File: src/rtl/imem_loader.sv
// imem_loader: packs a byte stream into big-endian 32-bit words and writes
// them to instruction memory at byte addresses 0, 4, 8, ...  Loading ends
// after the all-ones halt sentinel is written, or with an error when the
// memory fills before the sentinel arrives.
module imem_loader #(
  parameter int unsigned DEPTH_WORDS = 8192,
  parameter int unsigned CNT_WIDTH   = 14
) (
  input  logic                 clk,
  input  logic                 rst,
  input  logic                 start,
  input  logic [7:0]           byte_in,
  input  logic                 byte_valid,
  output logic                 byte_ready,
  output logic                 mem_we,
  output logic [31:0]          mem_addr,
  output logic [31:0]          mem_wdata,
  output logic                 busy,
  output logic                 done,
  output logic                 overflow,
  output logic [CNT_WIDTH-1:0] words_written
);

  typedef enum logic [2:0] {
    S_IDLE,
    S_LOAD,
    S_WRITE,
    S_DONE,
    S_ERR
  } state_t;

  localparam logic [31:0] LAST_ADDR = 32'(DEPTH_WORDS * 4 - 4);

  state_t               r_state;
  state_t               w_next;
  logic [1:0]           r_idx;
  logic [31:0]          r_word;
  logic [31:0]          r_addr;
  logic [CNT_WIDTH-1:0] r_cnt;

  logic w_accept;
  logic w_start_ok;
  logic w_sentinel;
  logic w_last;

  assign w_accept   = (r_state == S_LOAD) && byte_valid;
  assign w_start_ok = start && ((r_state == S_IDLE) || (r_state == S_DONE) ||
                                (r_state == S_ERR));
  assign w_sentinel = (r_word == '1);
  assign w_last     = (r_addr == LAST_ADDR);

  // State register
  always_ff @(posedge clk or posedge rst) begin
    if (rst) begin
      r_state <= S_IDLE;
    end else begin
      r_state <= w_next;
    end
  end

  // Next-state logic
  always_comb begin
    w_next = r_state;
    case (r_state)
      S_IDLE:  if (w_start_ok) w_next = S_LOAD;
      S_LOAD:  if (w_accept && (r_idx == 2'd3)) w_next = S_WRITE;
      S_WRITE: begin
        if (w_sentinel)  w_next = S_DONE;
        else if (w_last) w_next = S_ERR;
        else             w_next = S_LOAD;
      end
      S_DONE:  if (w_start_ok) w_next = S_LOAD;
      S_ERR:   if (w_start_ok) w_next = S_LOAD;
      default: w_next = S_IDLE;
    endcase
  end

  // Byte packing, write address and word counter
  always_ff @(posedge clk or posedge rst) begin
    if (rst) begin
      r_idx  <= '0;
      r_word <= '0;
      r_addr <= '0;
      r_cnt  <= '0;
    end else if (w_start_ok) begin
      r_idx  <= '0;
      r_word <= '0;
      r_addr <= '0;
      r_cnt  <= '0;
    end else begin
      if (w_accept) begin
        // shifting left four times leaves the first byte in the MSB
        r_word <= {r_word[23:0], byte_in};
        r_idx  <= r_idx + 2'd1;
      end
      if (r_state == S_WRITE) begin
        r_cnt <= r_cnt + CNT_WIDTH'(1);
        if (!w_sentinel && !w_last) begin
          r_addr <= r_addr + 32'd4;
        end
      end
    end
  end

  // Output decode from state and registered datapath
  always_comb begin
    byte_ready    = (r_state == S_LOAD);
    mem_we        = (r_state == S_WRITE);
    busy          = (r_state == S_LOAD) || (r_state == S_WRITE);
    done          = (r_state == S_DONE);
    overflow      = (r_state == S_ERR);
    mem_addr      = r_addr;
    mem_wdata     = r_word;
    words_written = r_cnt;
  end

endmodule

File: config.mk
export PLATFORM = sky130hd
export DESIGN_NAME = imem_loader
export DESIGN_NICKNAME = d
export VERILOG_FILES = /design/src/rtl/imem_loader.sv
export SDC_FILE = /design/constraint.sdc
export NUM_CORES = 1
export LEC_CHECK = 0
export CAP_MARGIN = 40
export CORE_MARGIN = 2
export CORE_UTILIZATION = 50
export DETAILED_ROUTE_END_ITERATION = 16
export PLACE_DENSITY = 0.86
export SYNTH_ARGS = -nofsm -noshare
export SYNTH_HDL_FRONTEND = slang
export SYNTH_SLANG_ARGS = --single-unit
export TNS_END_PERCENT = 20
File: constraint.sdc
create_clock -name clk -period 3.85 [get_ports clk]
set_input_delay 0.385 -clock clk [delete_from_list [all_inputs] [get_ports clk]]
set_output_delay 0.385 -clock clk [all_outputs]
set_load 0.005 [all_outputs]
### Yosys cells after proc, flatten, opt, wreduce, memory -nomap -nowiden

Index checks and enable logic that the tools add are counted.

| storage, ports and cells | value |
|---|---|
| register bits | 83 |
| input port bits | 12 |
| output and inout bits | 83 |
| word-level logic and storage cells | 47 |

| cells by class | value |
|---|---|
| add/subtract/negate cells | 3 |
| equal/unequal tests | 9 |
| mux-type cells | 14 |
| reductions and logical operators | 16 |

Operators with widths:

| cell | count |
|---|---|
| $mux 32 | 5 |
| $add 32x3->32 const B | 1 |
| $eq 32x15->1 const B | 1 |
| $eq 32x32->1 const B | 1 |
| $mux 14 | 2 |
| $add 14x1->14 const B | 1 |
| $mux 3 | 4 |
| $pmux 3 s3 | 1 |
| $eq 3x2->1 const B | 2 |
| $reduce_bool 2->1 | 3 |
| $logic_and 1x1->1 | 4 |
| $mux 2 | 2 |
| $ne 2x1->1 const B | 2 |
| $reduce_and 2->1 | 2 |
| $eq 3x1->1 const B | 1 |
| $eq 3x3->1 const B | 1 |
| $logic_not 3->1 | 1 |
| $logic_or 1x1->1 | 3 |
| $reduce_or 3->1 | 1 |
| $add 2x1->2 const B | 1 |
| $eq 2x2->1 const B | 1 |
| $logic_not 1->1 | 2 |

### Logic depth before layout (Yosys ltp)

Gate-level depths: netlist of run 1.

| depth | value |
|---|---|
| depth after elaboration | 6 |
| mapped depth | 8 |
| depth with buffers taken out | 6 |

### Least setup slack after synthesis of run 1

Ideal clock, no wire load.

| timing | value |
|---|---|
| path kind | register -> register |
| from | reg r_addr[2] (netlist: mem_addr[2]) |
| to | reg r_state[2] |
| setup time | 0.078 ns |
| data arrival time | 2.086 ns |
| data required time | 3.772 ns |
| setup slack | 1.687 ns |
| cell stages (with the launch flop) | 8 |
| path buffers | 1 |
| clock period less this slack | 2.163 ns |
| path through | dfrtp_1 -> ha_1 -> and2_1 -> nand4_4 -> or4_1 -> buf_2 -> or3_1 -> a21oi_1 |

| between the ends | value |
|---|---|
| word-level cells in the longest chain between the ends | 4 |

RTL lines:

| element | line | RTL |
|---|---|---|
| start: declaration | 38 | `logic [31:0] r_addr;` |
| start signal: assignment | 99 | `r_addr <= r_addr + 32'd4;` |
| $eq 32x15->1 | 50 | `assign w_last = (r_addr == LAST_ADDR);` |
| $mux 3 | 69 | `else if (w_last) w_next = S_ERR;` |
| $mux 3 | 68 | `if (w_sentinel) w_next = S_DONE;` |
| $pmux 3 s3 | 64 | `case (r_state)` |
| end signal: assignment | 57 | `r_state <= w_next;` |
| end: declaration | 34 | `state_t r_state;` |

No other way between the ends.
A chain may end at the register's enable or synchronous reset.

### Final worst setup path of run 1

| timing | value |
|---|---|
| from | reg r_state[0] |
| to | out busy |

| between the ends | value |
|---|---|
| word-level cells in the longest chain between the ends | 2 |
| elaborated cells on any way between the ends | 3 |
| classes of those cells | eq/ne: 2; reduce/logical: 1 |

RTL lines:

| element | line | RTL |
|---|---|---|
| $eq 3x1->1 or $eq 3x2->1 (tied branches) | 109 | `busy = (r_state == S_LOAD) \|\| (r_state == S_WRITE);` |
| $logic_or 1x1->1 * | 109 |  |
| end: declaration | 18 | `output logic busy,` |

Mark *: on every way between the ends. The rest lies on a longest branch, timed or not.

==> metrics.md, run 1 <==
| Metric | Value |
|---|---|
| CP Data Arrival Time | about 2.3 ns |
| Yosys warnings | 0 |
| Share of layout cells above drive strength 1 | 0.0675 |
| Max cap viols | 0 |
| Sequential share of power | 0.425 |
| Measured slew at the worst slew-check pin | between 0.8 and 0.9 ns |
| Internal power | 0.00195 W |
| Final hold violations | 0 |
| Initial antenna violation count | 0 |
| Syn Inst Count | roughly 440 |
| Non-Filler Instances | 635 |
| Final-report setup violation count | 0 |
| H-Tree Depth | 3 |
| Worst Setup End Kind | output pin |
| Root buffer cell | clkbuf_8 |
| Core area | just under 8000 um2 |
| Peak Freq | 378 MHz |
| Initial core utilization | 0.521 |
| FFs w/ async S/R, synth | 1.00 |
| Nets | 543 |
| R2R cell count | 7 |
| Placed Instance Area | 5120 um2 |
| Largest net degree at the start of global routing | 44 |
| Design area | 5340 um2 |
| Die X | 94.0 um |
| Vias in the first global route | 3,566 |
| Worst-case clock skew | 0.00992 ns |
| Rel. slew slack | 0.402 |
| Die Ht | 94.0 um |
| Status | finished, final reports clean |
| Clk Latency, worst-skew pair | 0.35 ns |
| Average wire per standard cell | 16.4 um |
| Min Hold Slack | 0.284 ns |
| CTS Hold Bufs | 0 |
| Setup_tns | 0 ns |
| Via Count | 3,701 |
| DR vias/cell | 5.83 |
| Power Density | around 560 nW/um2 |
| Grt peak-use layer | met2 |
| Worst R2R Setup Slack | 1.27 ns |
| Clock Sinks | 81 |
| Sequential area share after synthesis | 0.501 |
| M2 GR Usage | 0.401 |
| Area grow syn2layout | 31.8% |
| Row count | 32 |
| Primary FF master, synth | dfrtp_1 |
| Fin crit share | 0.687 |
| Placed cells | 619 |
| Buffers on Ports | 92 |
| Worst path required time | 3.46 ns |
| Critical path launch point type | flip-flop |
| Initial drt markers | 216 |
| Antenna cells | 0 |
| Gr ovfl total | 0 |
| Clock network power share | 0.230 |
| Kind of critical path | flip-flop to output pin |
| Layout fillers | roughly 610 |
| Reg clk slew, reported paths | 0.09 ns |
| Max-slew violation count | 0 |
| Die footprint | 8830 um2 |
| RSZ-0062 raised after global routing | no |
| CTS tree | built |
| Total track usage | 0.249 |
| Setup Fix Bufs, Post-CTS | 0 |
| First-pass GRT wire length | 17,400 um |
| # DRC | 0 |
| EDFF count, synth | 0 |
| Avg Inst Size Synth | 9.24 um2 |
| HPWL Detailed | around 7400 um |
| DRT Wirelength | just over 10,000 um |
| Crit path max fanout | 11 |
| Switching share of power | 0.348 |
| Highest-count cells in the layout ignoring fill and taps | nand2_1, clkdlybuf4s50_1, dfrtp_1 |
| Total CTS buffers | 9 |
| M3 GR Usage | 0.0626 |
| Placer Congestion | 0.896 |
| Final ANT Viol Nets | 0 |
| Tmin final | 2.64 ns |
| #FFs+latches synth | 81 |
| Pleak | about 2.2 nW |
| Io pins | 95 |
| PostCTS Resize Cnt | 0 |
| Met1 Resource Use GR | 0.328 |
| Library cells used by synthesis | 49 |
| Final core utilization | 0.687 |
| Combinational Power Share | 0.345 |
| Synth Cell Area | slightly above 4000 um2 |
| Clock Path Buffers | 2 |
| DR pass1 iterations | 4 |
| Psw | 0.00104 W |
| Worst R2R Start | mem_addr[2] |
| Most common cell after layout, fill and taps aside | nand2_1 |
| Min-delay worst type | input port to asynchronous set/reset pin |
| Reg2reg end | mem_addr[25] |
| Worst VDD drop | approximately 400 uV |
-- per-stage QoR --
| step | worst slack [ns] | power, W |
|---|---|---|
| 2_1_floorplan | 1.38 | 0.00170 |
| 3_3_place_gp | 1.43 | 0.00223 |
| 3_5_place_dp | 1.30 | 0.00231 |
| 4_1_cts | 1.19 | 0.00299 |
| 5_1_grt | 1.13 | 0.00316 |
| 6_report | 1.21 | 0.00299 |
-- state kept, by name, summed over array words and instances (netlist names) --
register and flops:
mem_addr 30, mem_wdata 32, r_idx 2, r_state 3
words_written 14
-- per-layer routing --
layer  share of wire  wire length (um)
met5               0                 0
met4           0.022               228
met2            0.49              5140
met3           0.076               789
met1            0.41              4230
-- area by class of cell --
| type | count | area (um2) | share of cell area |
|---|---|---|---|
| Clock inverter | 6 | 92.6 | 0.0173 |
| Tap cell | 102 | 128 | 0.0239 |
| Sequential cell | 81 | 2030 | 0.380 |
| Clock buffer | 10 | 128 | 0.0239 |
| Timing Repair Buffer | 103 | 1050 | 0.196 |
| Multi-Input combinational cell | 328 | 1890 | 0.355 |
| Inverter | 5 | 20.0 | 0.00375 |
-- power by group through the flow --
| stage | clock network (W) | registers, W | logic (W) |
|---|---|---|---|
| final | 0.000687 | 0.00127 | 0.00103 |
| after global routing | 0.000730 | 0.00130 | 0.00113 |
| after CTS | 0.000694 | 0.00126 | 0.00104 |
| after detailed placement | 0 | 0.00127 | 0.00103 |
| after global placement | 0 | 0.00127 | 0.000963 |
| after floorplan | 0 | 0.00123 | 0.000466 |
-- worst max-delay path by stage --
stage	from	end	slack, ns	cells after the start
3_3_place_gp	mem_addr[2]	mem_addr[25]	1.43	7
6_report	r_state[0]	busy	1.21	4
3_5_place_dp	mem_addr[2]	mem_addr[25]	1.30	7
2_1_floorplan	rst	mem_addr[10]	1.38	1
5_1_grt	r_state[1]	busy	1.13	4
4_1_cts	r_state[0]	busy	1.19	4
-- cells in the mapped netlist, types with 6 or more instances --
cell | instances | area, um2
nand4_1 | 16 | 100
o31ai_1 | 9 | 67.6
a21oi_1 | 48 | 240
nand2_1 | 96 | 360
nor2_1 | 24 | 90.1
nand3_1 | 18 | 90.1
xnor2_1 | 7 | 61.3
or4_1 | 10 | 75.1
dfrtp_1 | 81 | 2030
and4_1 | 9 | 78.8
xor2_1 | 11 | 96.3
nor4_1 | 6 | 37.5
mux2i_1 | 12 | 120
and2_1 | 8 | 50.1
nor3_1 | 8 | 40.0
clkbuf_1 | 15 | 56.3
-- critical path, cell delays in order, from the launching register on --
cell             delay (ns)
dfrtp_1                0.46
or3b_1                 0.54
inv_2                  0.25
or2_2                  0.16
clkdlybuf4s50_1        0.49
-- cell families (layout without fill, tap and decap cells) --
kind of cell | after synthesis | count (layout) | share of synthesized area
buf+inv | 30 | 124 | 0.0328
flops | 81 | 81 | 0.501
mux | 12 | 12 | 0.0297
fa+ha+maj | 3 | 3 | 0.00927
other cells | 1 | 2 | 0.000926
xor+xnor | 18 | 18 | 0.0389
simple gates | 214 | 214 | 0.267
compound gates | 79 | 79 | 0.121
(Power assumes the default switching activity.)
==> inputs of run 2 (changes only) <==
clock period = 2.6 ns   (was 3.85 ns; I/O delays follow)
==> run 2 against run 1 <==
  * Die area stayed put
  * Worst setup slack got worse by 1.1 ns
  * Sequential share of layout area is 0.080 points higher
  * Global-route usage shrank 0.078 points
  * Total power is 50% higher
  * Worst hold slack improved by 0.028 ns
  * Cell count up 0.16%
  * Sequential power up 48%
  * Design area decreased by 0.21%
  * First-iteration DRC count up 19%
  * Critical endpoint unchanged
==> metrics.md, run 2 (synthesized netlist as in run 1, its figures left out) <==
| Metric | Value |
|---|---|
| Peak Freq | 404 MHz |
| Max-slew violation count | 0 (unchanged) |
| Switching share of power | 0.358 (was 0.348) |
| Reg clk slew, reported paths | 0.09 ns (about the same) |
| CTS Hold Bufs | 0 (unchanged) |
| Clock Sinks | 81 (unchanged) |
| Setup Fix Bufs, Post-CTS | 0 (unchanged) |
| Root buffer cell | clkbuf_8 (unchanged) |
| Fin crit share | 0.952 |
| Tmin final | 2.47 ns |
| Min-delay worst type | input port to asynchronous set/reset pin (unchanged) |
| Total CTS buffers | 9 (unchanged) |
| Most common cell after layout, fill and taps aside | nand2_1 (unchanged) |
| Placer Congestion | 0.895 (was 0.896) |
| DRT Wirelength | 10,400 um (about the same) |
| Largest net degree at the start of global routing | 47 (was 44) |
| Max cap viols | 0 (unchanged) |
| PostCTS Resize Cnt | 0 (unchanged) |
| Measured slew at the worst slew-check pin | 0.578 ns (was 0.890 ns) |
| Vias in the first global route | 3,486 (was 3,566) |
| Nets | 544 (was 543) |
| Rel. slew slack | 0.614 (was 0.402) |
| Via Count | 3,709 (was 3,701) |
| Final-report setup violation count | 0 (unchanged) |
| First-pass GRT wire length | 17,300 um (was 17,400 um) |
| Initial antenna violation count | 0 (unchanged) |
| Worst path required time | 2.34 ns (was 3.46 ns) |
| Buffers on Ports | 92 (unchanged) |
| Crit path max fanout | 11 (unchanged) |
| Antenna cells | 0 (unchanged) |
| Setup_tns | 0 ns (unchanged) |
| Average wire per standard cell | 16.4 um (about the same) |
| Clock Path Buffers | 2 (unchanged) |
| Final Power | 0.00447 W (was 0.00299 W) |
| DR vias/cell | 5.83 (about the same) |
| Initial core utilization | 0.521 (unchanged) |
| Critical path launch point type | flip-flop (unchanged) |
| Initial drt markers | 256 (was 216) |
| Worst Setup End Kind | output pin (unchanged) |
| Io pins | 95 (unchanged) |
| Clk Latency, worst-skew pair | 0.36 ns (was 0.35 ns) |
| CTS tree | built (unchanged) |
| Status | finished, final reports clean (unchanged) |
| Share of layout cells above drive strength 1 | 0.0712 (was 0.0675) |
| Die Ht | 94.0 um (unchanged) |
| Worst-case clock skew | 0.0100 ns (was 0.00992 ns) |
| Core area | 7770 um2 (unchanged) |
| Max reg flops | 32 (unchanged) |
| Final hold violations | 0 (unchanged) |
| Cell family with most CP delay | buffers and inverters (unchanged) |
| Total track usage | 0.248 (was 0.249) |
| Crit-path max cell delay | 0.50 ns (was 0.54 ns) |
| Min Hold Slack | 0.312 ns (was 0.284 ns) |
| Die X | 94.0 um (unchanged) |
| Area grow syn2layout | 31.6% (was 31.8%) |
| Worst VDD drop | 620 uV (was 396 uV) |
| Clock network power share | 0.244 (was 0.230) |
| RSZ-0062 raised after global routing | no (unchanged) |
| Kind of critical path | flip-flop to output pin (unchanged) |
| Gr ovfl total | 0 (unchanged) |
| Internal power | 0.00287 W (was 0.00195 W) |
| Die footprint | 8830 um2 (unchanged) |
| Layout fillers | 602 (was 607) |
| Row count | 32 (unchanged) |
| H-Tree Depth | 3 (unchanged) |
| Combinational Power Share | 0.334 (was 0.345) |
| HPWL Detailed | 7220 um (was 7370 um) |
| Cell chain of the critical path | or3b_1 -> inv_2 -> or2_2 -> clkdlybuf4s50_1 (unchanged) |
| Final ANT Viol Nets | 0 (unchanged) |
| Highest-count cells in the layout ignoring fill and taps | nand2_1, clkdlybuf4s50_1, dfrtp_1 (unchanged) |
| Sequential share of power | 0.422 (was 0.425) |
| CP bufs+invs | 2 (unchanged) |
| # DRC | 0 (unchanged) |
| Final core utilization | 0.686 (was 0.687) |
| Psw | 0.00160 W (was 0.00104 W) |
| CP Data Arrival Time | 2.21 ns (was 2.26 ns) |
| DR pass1 iterations | 4 (unchanged) |
| Power Density | 839 nW/um2 (was 560 nW/um2) |
| CP max-delay cell | or3b_1 (unchanged) |
| Pleak | 2.22 nW (about the same) |
-- run 2: cell types whose count changed in the layout (fill, tap and decap cells not counted), sizes merged --
cell	delta
clkinvlp	-1
buf	+1
clkinv	-2
inv	+4
clkbuf	-1
-- run 2: power by group through the flow --
| stage | sequential [W] | combinational [W] | clock, W |
|---|---|---|---|
| final | 0.00188 | 0.00149 | 0.00109 |
| after global placement | 0.00188 | 0.00145 | 0 |
| after floorplan | 0.00183 | 0.000689 | 0 |
| after detailed placement | 0.00189 | 0.00148 | 0 |
| after global routing | 0.00193 | 0.00165 | 0.00116 |
| after CTS | 0.00187 | 0.00150 | 0.00111 |
-- run 2: worst register-to-register path, delay by kind of cell (launching register included) --
kind            cells  cell delay (ns)
flops               1             0.48
simple gates        2             0.69
compound gates      3             0.84
buf+inv             1             0.22
-- run 2: worst paths after layout --
check                       startpoint           endpoint  slack, ns  cells past startpoint
max in group asynchronous          rst       mem_addr[25]       1.84                      3
min reg2reg                mem_addr[8]        mem_addr[8]       0.55                      1
max reg2reg                 r_state[0]       mem_addr[24]       0.26                      6
min in group clk            byte_in[1]       mem_wdata[1]       0.43                      3
min                                rst  words_written[11]       0.31                      3
max                         r_state[0]               busy       0.13                      4
-- run 2: metal layers --
metal / track usage / vias up / wire length [um]
li1: - / 1748 / -
met1: 0.351 / 1802 / 4580
met2: 0.387 / 146 / 4990
met3: 0.0554 / 13 / 712
met4: 0.0664 / 0 / 119
met5: 0 / - / 0
-- run 2: final cells by class --
class / instances / area [um2] / area share
well taps: 102 / 128 / 0.0240
inverters: 5 / 20.0 / 0.00376
clock buffers: 9 / 124 / 0.0233
repair buffers: 104 / 1020 / 0.192
flip-flops and latches: 81 / 2030 / 0.381
multi-input cells: 328 / 1890 / 0.356
clock inverters: 7 / 110 / 0.0207
-- run 2: per-stage QoR --
stage | setup slack (ns) | instance area, um2 | cells
floorplan | 0.260 | 4050 | 439
global placement | 0.421 | 5090 | 620
detailed placement | 0.316 | 5090 | 620
CTS | 0.127 | 5330 | 636
global route | 0.0312 | 5330 | 636
finish | 0.125 | 5330 | 636
==> inputs of run 3 (changes only) <==
CAP_MARGIN = 5   (was 40)
CORE_MARGIN = 10   (was 2)
PLACE_DENSITY = unset   (was 0.86)
PLACE_DENSITY_LB_ADDON = 0.05   (was unset)
==> run 3 against run 2 <==
  * Sequential power is essentially flat
  * Worst setup slack gained 0.059 ns
  * Total power grew 0.11%
  * Clock skew shrank 0.0015 ns
  * Cell count grew 0.31%
  * Clock power is essentially flat
  * Via count shrank 2.4%
  * Register-to-register slack lost 0.07 ns
  * Combinational power is essentially flat
  * Maximum frequency grew 2.5%
  * Largest power group unchanged
==> metrics.md, run 3 (synthesized netlist as in run 1, its figures left out) <==
| Metric | Value |
|---|---|
| Via Count | 3,621 (was 3,709) |
| Vias in the first global route | 3,505 (was 3,486) |
| Die X | 110 um (was 94.0 um) |
| Nets | 546 (was 544) |
| Fin crit share | 0.929 (was 0.952) |
| First-pass GRT wire length | 17,500 um (was 17,300 um) |
| Total track usage | 0.180 (was 0.248) |
| Io pins | 95 (unchanged) |
| Initial drt markers | 238 (was 256) |
| Placer Congestion | 0.845 (was 0.895) |
| Status | finished, final reports clean (unchanged) |
| PostCTS Resize Cnt | 0 (unchanged) |
| Initial antenna violation count | 0 (unchanged) |
| Gr ovfl total | 0 (unchanged) |
| R2R cell count | 5 (was 6) |
| Largest net degree at the start of global routing | 35 (was 47) |
| Psw | 0.00150 W (was 0.00160 W) |
| Clk Latency, worst-skew pair | 0.35 ns (was 0.36 ns) |
| Pleak | 2.23 nW (was 2.22 nW) |
| Final ANT Viol Nets | 0 (unchanged) |
| Internal power | 0.00297 W (was 0.00287 W) |
| CP Data Arrival Time | 2.16 ns (was 2.21 ns) |
| Switching share of power | 0.336 (was 0.358) |
| Critical path launch point type | flip-flop (unchanged) |
| Final-report setup violation count | 0 (unchanged) |
| Die footprint | 12,100 um2 (was 8830 um2) |
| Min-delay worst type | input port to asynchronous set/reset pin (unchanged) |
| Reg clk slew, reported paths | 0.08 ns (was 0.09 ns) |
| Average wire per standard cell | 17.0 um (was 16.4 um) |
| Buffers on Ports | 92 (unchanged) |
| Share of layout cells above drive strength 1 | 0.0728 (was 0.0712) |
| Non-Filler Instances | 638 (was 636) |
| Row count | 32 (unchanged) |
| Setup Fix Bufs, Post-CTS | 0 (unchanged) |
| Worst-case clock skew | 0.00848 ns (was 0.0100 ns) |
| Worst R2R Start | mem_addr[9] (was r_state[0]) |
| Reg2reg end | mem_addr[21] (was mem_addr[24]) |
| Worst path required time | 2.34 ns (about the same) |
| Power Density | 838 nW/um2 (was 839 nW/um2) |
| Combinational Power Share | 0.335 (was 0.334) |
| Most common cell after layout, fill and taps aside | nand2_1 (unchanged) |
| Kind of critical path | flip-flop to output pin (unchanged) |
| Antenna cells | 0 (unchanged) |
| Sequential share of power | 0.416 (was 0.422) |
| H-Tree Depth | 3 (unchanged) |
| Total CTS buffers | 9 (unchanged) |
| RSZ-0062 raised after global routing | no (unchanged) |
| Highest-count cells in the layout ignoring fill and taps | nand2_1, clkdlybuf4s50_1, dfrtp_1 (unchanged) |
| Placed cells | 622 (was 620) |
| Die Ht | 110 um (was 94.0 um) |
| CTS Hold Bufs | 0 (unchanged) |
| DR pass1 iterations | 5 (was 4) |
| Setup_tns | 0 ns (unchanged) |
| Clock Sinks | 81 (unchanged) |
| Max cap viols | 0 (unchanged) |
| Max reg flops | 32 (unchanged) |
| DR vias/cell | 5.68 (was 5.83) |
| Final hold violations | 0 (unchanged) |
| Root buffer cell | clkbuf_8 (unchanged) |
| Tmin final | 2.42 ns (was 2.47 ns) |
| Core area | 7810 um2 (was 7770 um2) |
| Max-slew violation count | 0 (unchanged) |
| Rel. slew slack | 0.637 (was 0.614) |
| DRT Wirelength | 10,900 um (was 10,400 um) |
| Worst VDD drop | 870 uV (was 620 uV) |
| HPWL Detailed | 7910 um (was 7220 um) |
| Measured slew at the worst slew-check pin | 0.544 ns (was 0.578 ns) |
| Clock network power share | 0.249 (was 0.244) |
| Peak Freq | 414 MHz (was 404 MHz) |
| Worst R2R Setup Slack | 0.19 ns (was 0.26 ns) |
| Worst Setup End Kind | output pin (unchanged) |
| Area grow syn2layout | 31.9% (was 31.6%) |
| Clock Path Buffers | 2 (unchanged) |
| # DRC | 0 (unchanged) |
| CTS tree | built (unchanged) |
| Initial core utilization | 0.519 (was 0.521) |
| Crit path max fanout | 11 (unchanged) |
## run 3: metrics by stage
| step | setup WS, ns | hold WS (ns) | utilization | instance area (um2) | power (W) |
|---|---|---|---|---|---|
| after floorplan | 0.260 | 0.391 | - | 4050 | 0.00252 |
| after global placement | 0.294 | 0.512 | 0.653 | 5090 | 0.00338 |
| after detailed placement | 0.199 | 0.523 | 0.653 | 5090 | 0.00340 |
| after CTS | 0.182 | 0.299 | 0.684 | 5340 | 0.00452 |
| after global routing | 0.0225 | 0.326 | 0.684 | 5340 | 0.00477 |
| final | 0.185 | 0.286 | 0.684 | 5340 | 0.00448 |
## run 3: layout make-up
class                           instances  area [um2]
Multi-Input combinational cell        328        1890
Clock buffer                           11         141
Clock inverter                          5         103
Fill cell                             638        2470
Inverter                                5        20.0
Sequential cell                        81        2030
Tap cell                              102         128
Timing Repair Buffer                  106        1030
## run 3: critical path: stages, from the launching register on
cell,delay (ns)
dfrtp_1,0.47
or3b_1,0.46
inv_2,0.22
or2_2,0.17
clkdlybuf4s50_1,0.50
## run 3: worst max-delay path by stage
stage,startpoint,endpoint,slack (ns)
finish,r_state[1],busy,0.18
global route,mem_addr[4],mem_addr[21],0.02
CTS,r_state[1],busy,0.18
detailed placement,mem_addr[9],mem_addr[21],0.20
global placement,mem_addr[4],mem_addr[21],0.29
floorplan,rst,mem_addr[10],0.26
## run 3: power groups by stage
stage | logic (W) | registers [W] | clock network, W
6_report | 0.00150 | 0.00186 | 0.00111
5_1_grt | 0.00167 | 0.00191 | 0.00119
4_1_cts | 0.00153 | 0.00186 | 0.00113
3_5_place_dp | 0.00152 | 0.00188 | 0
3_3_place_gp | 0.00151 | 0.00188 | 0
2_1_floorplan | 0.000689 | 0.00183 | 0
## run 3: per-layer routing
metal / GRT usage / vias up / routed length (um)
li1: - / 1753 / -
met1: 0.232 / 1757 / 4730
met2: 0.283 / 97 / 5170
met3: 0.0534 / 14 / 814
met4: 0.0613 / 0 / 141
met5: 0 / - / 0
